<file path="config.mk">
export PLATFORM = sky130hd
export DESIGN_NAME = pal_bar_sequencer
export DESIGN_NICKNAME = d
export VERILOG_FILES = /design/src/rtl/pal_timing_pkg.sv /design/src/rtl/bar_pattern_gen.sv /design/src/rtl/pal_bar_sequencer.sv
export SDC_FILE = /design/constraint.sdc
export NUM_CORES = 1
export LEC_CHECK = 0
export CORE_MARGIN = 3
export CORE_UTILIZATION = 54
export CTS_CLUSTER_SIZE = 8
export DETAILED_ROUTE_END_ITERATION = 7
export GPL_TIMING_DRIVEN = 0
export PLACE_DENSITY = 0.89
export SYNTH_ARGS = -nofsm -noshare
export SYNTH_HDL_FRONTEND = slang
export SYNTH_HIERARCHICAL = 1
export SYNTH_SLANG_ARGS = --single-unit
</file>
<file path="constraint.sdc">
create_clock -name clk -period 3.4 [get_ports clk]
set_input_delay 0.68 -clock clk [delete_from_list [all_inputs] [get_ports clk]]
set_output_delay 0.68 -clock clk [all_outputs]
set_load 0.01 [all_outputs]
</file>
<file path="src/rtl/pal_timing_pkg.sv">
// Default PAL timing constants, pattern mode encodings and the shared counter type
// for the colour-bar test core.
package pal_timing_pkg;

    localparam int DEF_HTOTAL       = 448;
    localparam int DEF_VTOTAL       = 312;
    localparam int DEF_HACTIVE      = 256;
    localparam int DEF_VACTIVE      = 192;
    localparam int DEF_HBLANK_START = 320;
    localparam int DEF_HBLANK_END   = 416;
    localparam int DEF_HSYNC_START  = 344;
    localparam int DEF_HSYNC_LEN    = 32;
    localparam int DEF_VBLANK_START = 248;
    localparam int DEF_VBLANK_END   = 256;
    localparam int DEF_VSYNC_START  = 248;
    localparam int DEF_VSYNC_LINES  = 4;

    typedef logic [8:0] count_t;

    typedef enum logic [1:0] {
        MODE_VBARS = 2'd0,
        MODE_HBARS = 2'd1,
        MODE_GREY  = 2'd2,
        MODE_BLACK = 2'd3
    } mode_t;

    // Half-open window test lo <= v < hi.
    function automatic logic in_window(count_t v, count_t lo, count_t hi);
        return (v >= lo) && (v < hi);
    endfunction

endpackage

</file>
<file path="src/rtl/bar_pattern_gen.sv">
// Combinational test-pattern colour lookup; the parent registers its outputs.
module bar_pattern_gen
    import pal_timing_pkg::*;
(
    input  logic [1:0] mode,
    input  logic [8:0] hc,
    input  logic [8:0] vc,
    input  logic       active,
    output logic [2:0] r,
    output logic [2:0] g,
    output logic [2:0] b
);

    mode_t      mode_e;
    logic [2:0] bar_idx;
    logic       unused_bits;

    // Only the 32-pixel / 32-line bar selector bits drive the pattern.
    assign unused_bits = ^{hc[8], hc[4:0], vc[8], vc[4:0]};

    always_comb begin
        mode_e  = mode_t'(mode);
        bar_idx = 3'd0;
        r       = 3'd0;
        g       = 3'd0;
        b       = 3'd0;
        case (mode_e)
            MODE_VBARS: bar_idx = 3'd7 - hc[7:5];
            MODE_HBARS: bar_idx = 3'd7 - vc[7:5];
            default:    bar_idx = 3'd0;
        endcase
        if (active) begin
            case (mode_e)
                MODE_VBARS, MODE_HBARS: begin
                    g = {3{bar_idx[2]}};
                    r = {3{bar_idx[1]}};
                    b = {3{bar_idx[0]}};
                end
                MODE_GREY: begin
                    r = hc[7:5];
                    g = hc[7:5];
                    b = hc[7:5];
                end
                default: begin
                    r = 3'd0;
                    g = 3'd0;
                    b = 3'd0;
                end
            endcase
        end
    end

endmodule

</file>
<file path="src/rtl/pal_bar_sequencer.sv">
// PAL line/frame timing, composite sync, blanking and registered test-pattern RGB,
// with pattern changes deferred to the frame wrap.
module pal_bar_sequencer
    import pal_timing_pkg::*;
#(
    parameter int HTOTAL       = DEF_HTOTAL,
    parameter int VTOTAL       = DEF_VTOTAL,
    parameter int HACTIVE      = DEF_HACTIVE,
    parameter int VACTIVE      = DEF_VACTIVE,
    parameter int HBLANK_START = DEF_HBLANK_START,
    parameter int HBLANK_END   = DEF_HBLANK_END,
    parameter int HSYNC_START  = DEF_HSYNC_START,
    parameter int HSYNC_LEN    = DEF_HSYNC_LEN,
    parameter int VBLANK_START = DEF_VBLANK_START,
    parameter int VBLANK_END   = DEF_VBLANK_END,
    parameter int VSYNC_START  = DEF_VSYNC_START,
    parameter int VSYNC_LINES  = DEF_VSYNC_LINES
) (
    input  logic       clk,
    input  logic       rst_n,
    input  logic       ce,
    input  logic       mode_req,
    input  logic [1:0] mode_in,
    output logic       mode_ack,
    output logic [8:0] hc,
    output logic [8:0] vc,
    output logic [2:0] r,
    output logic [2:0] g,
    output logic [2:0] b,
    output logic       csync,
    output logic       hblank,
    output logic       vblank,
    output logic       frame_tick
);

    localparam count_t H_LAST   = count_t'(HTOTAL - 1);
    localparam count_t V_LAST   = count_t'(VTOTAL - 1);
    localparam count_t H_ACT    = count_t'(HACTIVE);
    localparam count_t V_ACT    = count_t'(VACTIVE);
    localparam count_t HB_START = count_t'(HBLANK_START);
    localparam count_t HB_END   = count_t'(HBLANK_END);
    localparam count_t HS_START = count_t'(HSYNC_START);
    localparam count_t HS_END   = count_t'(HSYNC_START + HSYNC_LEN);
    localparam count_t VB_START = count_t'(VBLANK_START);
    localparam count_t VB_END   = count_t'(VBLANK_END);
    localparam count_t VS_START = count_t'(VSYNC_START);
    localparam count_t VS_END   = count_t'(VSYNC_START + VSYNC_LINES);

    count_t     hc_q, hc_d;
    count_t     vc_q, vc_d;
    mode_t      mode_q, mode_d;
    mode_t      pend_val_q, pend_val_d;
    logic       pending_q, pending_d;
    logic [2:0] r_q, r_d;
    logic [2:0] g_q, g_d;
    logic [2:0] b_q, b_d;
    logic       csync_q, csync_d;
    logic       hblank_q, hblank_d;
    logic       vblank_q, vblank_d;
    logic       frame_tick_q, frame_tick_d;
    logic       mode_ack_q, mode_ack_d;

    logic       line_end;
    logic       frame_end;
    logic       hsync_win;
    logic       vsync_line;
    logic       active;
    logic [2:0] pat_r, pat_g, pat_b;

    assign line_end   = (hc_q == H_LAST);
    assign frame_end  = line_end && (vc_q == V_LAST);
    assign hsync_win  = in_window(hc_q, HS_START, HS_END);
    assign vsync_line = in_window(vc_q, VS_START, VS_END);
    assign active     = (hc_q < H_ACT) && (vc_q < V_ACT);

    bar_pattern_gen u_pattern (
        .mode   (mode_q),
        .hc     (hc_q),
        .vc     (vc_q),
        .active (active),
        .r      (pat_r),
        .g      (pat_g),
        .b      (pat_b)
    );

    always_comb begin
        hc_d         = hc_q;
        vc_d         = vc_q;
        mode_d       = mode_q;
        pend_val_d   = pend_val_q;
        pending_d    = pending_q;
        r_d          = r_q;
        g_d          = g_q;
        b_d          = b_q;
        csync_d      = csync_q;
        hblank_d     = hblank_q;
        vblank_d     = vblank_q;
        frame_tick_d = 1'b0;
        mode_ack_d   = 1'b0;

        if (ce) begin
            hc_d = line_end ? 9'd0 : hc_q + 9'd1;
            if (line_end) begin
                vc_d = frame_end ? 9'd0 : vc_q + 9'd1;
            end

            // Vsync lines use inverted serration: high only inside the hsync window.
            csync_d      = vsync_line ? hsync_win : ~hsync_win;
            hblank_d     = in_window(hc_q, HB_START, HB_END);
            vblank_d     = in_window(vc_q, VB_START, VB_END);
            r_d          = pat_r;
            g_d          = pat_g;
            b_d          = pat_b;
            frame_tick_d = frame_end;

            if (frame_end) begin
                if (mode_req) begin
                    mode_d     = mode_t'(mode_in);
                    pending_d  = 1'b0;
                    mode_ack_d = 1'b1;
                end else if (pending_q) begin
                    mode_d     = pend_val_q;
                    pending_d  = 1'b0;
                    mode_ack_d = 1'b1;
                end
            end else if (mode_req) begin
                pending_d  = 1'b1;
                pend_val_d = mode_t'(mode_in);
            end
        end
    end

    always_ff @(posedge clk or negedge rst_n) begin
        if (!rst_n) begin
            hc_q         <= 9'd0;
            vc_q         <= 9'd0;
            mode_q       <= MODE_VBARS;
            pend_val_q   <= MODE_VBARS;
            pending_q    <= 1'b0;
            r_q          <= 3'd0;
            g_q          <= 3'd0;
            b_q          <= 3'd0;
            csync_q      <= 1'b1;
            hblank_q     <= 1'b0;
            vblank_q     <= 1'b0;
            frame_tick_q <= 1'b0;
            mode_ack_q   <= 1'b0;
        end else begin
            hc_q         <= hc_d;
            vc_q         <= vc_d;
            mode_q       <= mode_d;
            pend_val_q   <= pend_val_d;
            pending_q    <= pending_d;
            r_q          <= r_d;
            g_q          <= g_d;
            b_q          <= b_d;
            csync_q      <= csync_d;
            hblank_q     <= hblank_d;
            vblank_q     <= vblank_d;
            frame_tick_q <= frame_tick_d;
            mode_ack_q   <= mode_ack_d;
        end
    end

    assign hc         = hc_q;
    assign vc         = vc_q;
    assign r          = r_q;
    assign g          = g_q;
    assign b          = b_q;
    assign csync      = csync_q;
    assign hblank     = hblank_q;
    assign vblank     = vblank_q;
    assign frame_tick = frame_tick_q;
    assign mode_ack   = mode_ack_q;

endmodule
</file>
==> After elaboration in Yosys (flattened, before gate mapping) <==
Cells that the tools add are included.
{ "classes": {"n_addsub": 4, "multipliers": 0, "n_div": 0, "magnitude_cmp": 9, "n_eq_ne": 4, "shifts": 0, "mux": 19, "bitwise_logic": 2, "reduce_logical": 14} }
{ "op_table": {"columns": ["op", "count"], "rows": [
  ["9-bit less-than comparator (second input constant)", 4],
  ["3-bit one-hot mux with 2 select lines", 4],
  ["9-bit by 1-bit adder with 9-bit output (second input constant)", 2],
  ["9-bit equality test (second input constant)", 2],
  ["9-bit greater-or-equal comparator (second input constant)", 2],
  ["9-bit by 8-bit less-than comparator with 1-bit output (second input constant)", 2],
  ["9-bit 2-to-1 mux", 2],
  ["9-bit by 8-bit greater-or-equal comparator with 1-bit output (second input constant)", 1],
  ["3-bit 2-to-1 mux", 3],
  ["1-bit 2-to-1 mux", 8],
  ["1-bit logical AND", 6],
  ["3-bit AND reduction", 2],
  ["3-bit subtractor (first input constant)", 2],
  ["2-bit 2-to-1 mux", 2],
  ["2-bit AND reduction", 2],
  ["2-bit nonzero test", 2],
  ["2-bit by 1-bit equality test with 1-bit output (second input constant)", 1],
  ["2-bit equality test (second input constant)", 1],
  ["2-bit zero test", 1],
  ["1-bit NOT", 2],
  ["2-bit OR reduction", 1]
]} }
{ "totals": {"register_bits": 37, "latchBits": 0, "ram_bits": 0, "rom_bits": 0, "in_bits": 6, "output_inout_bits": 32, "elab_cells": 65, "mem_count": 0} }

==> Depth between registers and ports, before layout <==
{ "logic_depth": {"ltp_word": 4, "mapped_depth": 6, "mapped_depth_nobuf": 5} }

==> Modules after synthesis <==
Netlist, hierarchy kept.
{ "modules_own_cells": {"columns": ["mod", "n_inst", "cells_per_inst", "area_each_um2"], "rows": [
  ["pal_bar_sequencer", 1, 160, 1726.7],
  ["bar_pattern_gen", 1, 16, 126.4]
]} }

==> Least setup slack after synthesis <==
OpenSTA, ideal clock, no wires.
{ "synth_timing": {"path_kind": "input to register", "startpoint": "in ce", "endpoint": "reg vc_q[3] (netlist: vc[3])", "setup_ps": 77, "arrival_time_ps": 1840, "slack_ps": 1483, "stages": 5, "n_path_buf": 1, "cell_sequence": "nand4_2 > or3_1 > buf_2 > or3_1 > a21oi_1"} }
{ "synth_via": {"elab_chain_len": 1} }
{ "synth_lines": {"columns": ["item", "line", "source"], "rows": [
  ["start, declared", "pal_bar_sequencer.sv:21", "input logic ce,"],
  ["2-bit AND reduction (no line)", null, null],
  ["end signal, assigned", "pal_bar_sequencer.sv:150", "vc_q <= vc_d;"],
  ["end, declared", "pal_bar_sequencer.sv:50", "count_t vc_q, vc_d;"]
]} }
No other way between the ends.
A chain may end at the register's enable or synchronous reset.

==> Worst setup path in the final report <==
{ "layout_timing": {"startpoint": "in ce", "endpoint": "reg vc_q[8] (netlist: vc[8])"} }
Same word-level chain as after synthesis.

==> results.cfg <==
[synthesis]
synth_compound_area_share_pct = 11.6
async_flop_share_pct = 100
synth_cells = 176
ys_types = 43
yosys_warnings = 6
ys_dominant_reg_cell = dfrtp_1
yosys.area_share.simple_pct = 18.6
synthAdderAreaFrac_pct = 2.03
syn_area_sq_um = 1850
synth_xor_area_share_pct = 4.25
synthMuxAreaShare_pct = 10.9
post_synth.cell_area_avg_sq_um = 10.5
synth_top_family_by_area = simple AND/OR/NAND/NOR gates
synth_edf_count = 0
synth-seq-area-share_pct = 50.0
ys_ff_latch = 37
syn_nets = 185

[global_routing]
overflow = 0
first_global_vias = 1562
antenna_found_initial = 0
grt_use_total_pct = 22.4
grt_max_degree = 38
grt_pass1_wl_um = 7260

[layout]
seq_area_sq_um = 927
final_area_sq_um = 2380
layout.filler_cells = 248
final_nets = 229
num_antenna_cells = 0
multi_input_area_sq_um = 878
drive_gt1_share_pct = 14.5
syn2layout_area_growth_pct = 28.2
fin_cells = 265

[detailed_routing]
wl_per_cell_um = 16.3
drt_first_pass_iters = 4
finalWirelength_um = 4330
route.detailed.drc = 0
drt_iter0_markers = 77
ant_nets = 0
num_vias = 1587
avgViaCountPerCell = 5.99

[floorplanning]
fp.dieW_um = 64.6
ios = 38
floorplan.initialDensity_pct = 58.8
dieArea_sq_um = 4170
die_h_um = 64.6
core_sq_um = 3150
rows = 20

[clock_tree]
postCtsSetupRepairBufs = 0
clock_path_buffers = 2
root_buffer = clkbuf_4
cts_hold_buf = 0
cts.sinks = 37
cts_buffers = 5
clkSlewWorstSetupHoldPaths_ps = 120
htree_levels = 2
cts_resized = 0
cts_tree = yes
clkLatencyLatePin_ps = 350

[worst_setup_path]
crit_type = in2reg
endpoint_kind = flop
r2r_cells = 6
worstPathMaxFanout = 10
worstPathRequired_ps = 3640
crit_arrival_ps = 2600
start_kind = input port

[sta]
clock_skew_ps = 11.6
final_max_slew_viol_count = 0
setup_viol = 0
grt_setup_unrepaired = false
tns_ps = 0
max_slew_margin_pct = 46.2
min_period_ps = 2360
hold_violations = 0
worst_pin_slew_ps = 806
fin_crit_sh_pct = 69.4
max_freq_mhz = 424

[power_and_ir_drop]
vdd_drop_max_mv = 0.306
power.leakage_nw = 0.970
report.power.total_mw = 1.19
powerDensity_nw_per_um2 = 499

[placed_design]
port_buffers = 37
dp_hpwl_um = 3130
placed_cells = 257
dpl-instance-area_sq_um = 2270
globalplace.congestion = 0.820

[min_path]
hp-class = in2async

[status]
status = finished, final reports clean

[run]
cap_violations = 0
metrics by stage:
step / hold slack, ps / utilization (%) / setup slack (ps)
final: 402 / 75.4 / 1040
after global routing: 445 / 75.4 / 974
after CTS: 418 / 75.4 / 1080
after detailed placement: 496 / 72.1 / 716
after global placement: 488 / 72.3 / 774
after floorplan: 384 / - / 1480
state kept, by name, indices dropped and copies added, names as in the netlist:
register,flops
vc,9
pend_val_q,2
pending_q,1
vblank,1
b,3
hc,9
frame_tick,1
mode_ack,1
r,3
csync,1
g,3
mode_q,2
hblank,1
layout make-up:
class	count	area share, %
tap	44	2.32
buffer	5	0.895
sequential	37	39.0
multi-input combinational	127	37.0
inverter	7	1.11
clock buffer	5	1.58
timing repair buffer	37	15.4
clock inverter	3	2.74
worst max-delay path, stage by stage:
cell,delay [ps]
clkdlybuf4s50_1,570
nand4_2,230
nor3_1,490
buf_2,330
nand4_1,140
mux2i_1,140
placed cells by master (no fill, tap or decap), types with 2 or more instances in the layout:
master / synthesis / routed
inv_1: 7 / 7
xor2_1: 3 / 3
clkbuf_4: 0 / 5
mux2_4: 3 / 3
dfrtp_1: 36 / 36
nand3_1: 7 / 7
nand4_1: 3 / 3
a21oi_1: 7 / 7
o31ai_1: 2 / 2
xnor2_1: 6 / 6
buf_2: 2 / 3
nor4_1: 2 / 2
and3b_1: 2 / 2
nor2_1: 9 / 9
nand4b_1: 4 / 4
o21ai_1: 8 / 8
o22ai_1: 2 / 2
mux2_2: 13 / 13
or3_1: 3 / 3
bufinv_16: 0 / 2
nand2_1: 19 / 19
ha_1: 3 / 3
o21ai_0: 7 / 7
clkbuf_1: 2 / 2
clkdlybuf4s50_1: 0 / 36
nor3_1: 6 / 6
Yosys cell counts, types with 4 or more instances:
| library cell | number | area [sq um] |
|---|---|---|
| mux2_2 | 13 | 146 |
| a21oi_1 | 7 | 35.0 |
| nand4b_1 | 4 | 35.0 |
| nor3_1 | 6 | 30.0 |
| xnor2_1 | 6 | 52.6 |
| nand3_1 | 7 | 35.0 |
| dfrtp_1 | 36 | 901 |
| nand2_1 | 19 | 71.3 |
| nor2_1 | 9 | 33.8 |
| inv_1 | 7 | 26.3 |
| o21ai_1 | 8 | 40.0 |
| o21ai_0 | 7 | 35.0 |
worst paths after layout:
path | start | to | slack [ps]
min in group clk | g[0]$_DFFE_PN0P_ | g[0]$_DFFE_PN0P_ | 520
worst min-delay path | rst_n | hc[3]$_DFFE_PN0P_ | 400
worst max-delay path | ce | vc[8]$_DFFE_PN0P_ | 1040
max in group asynchronous | rst_n | mode_q[1]$_DFFE_PN0P_ | 2480
worst max register to register | hc[0]$_DFFE_PN0P_ | vc[8]$_DFFE_PN0P_ | 1350
worst min register to register | g[0]$_DFFE_PN0P_ | g[0]$_DFFE_PN0P_ | 520
cell families (layout without fill, tap and decap cells):
| logic type | count (synthesis) | count (layout) |
|---|---|---|
| AOI/OAI and AO/OA | 35 | 35 |
| xor gates and xnor gates | 9 | 9 |
| adders and majority gates | 3 | 3 |
| buffers and inverters | 12 | 57 |
| DFF | 37 | 37 |
| muxes | 17 | 17 |
| and+or+nand+nor | 63 | 63 |
where the power goes:
part / switching [mW] / total [mW] / internal (mW)
clock: 0.149 / 0.376 / 0.228
combinational: 0.110 / 0.254 / 0.143
sequential: 0.0679 / 0.557 / 0.489
total: 0.327 / 1.19 / 0.860
routing by layer:
metal / global-route usage [%] / up-vias / routed length, um
met5: 0 / - / 0
met4: 8.97 / 0 / 106
met3: 5.20 / 12 / 273
met2: 37.1 / 64 / 2090
met1: 28.2 / 784 / 1850
li1: - / 727 / -
Note: power is estimated with default switching activity, not from simulation.
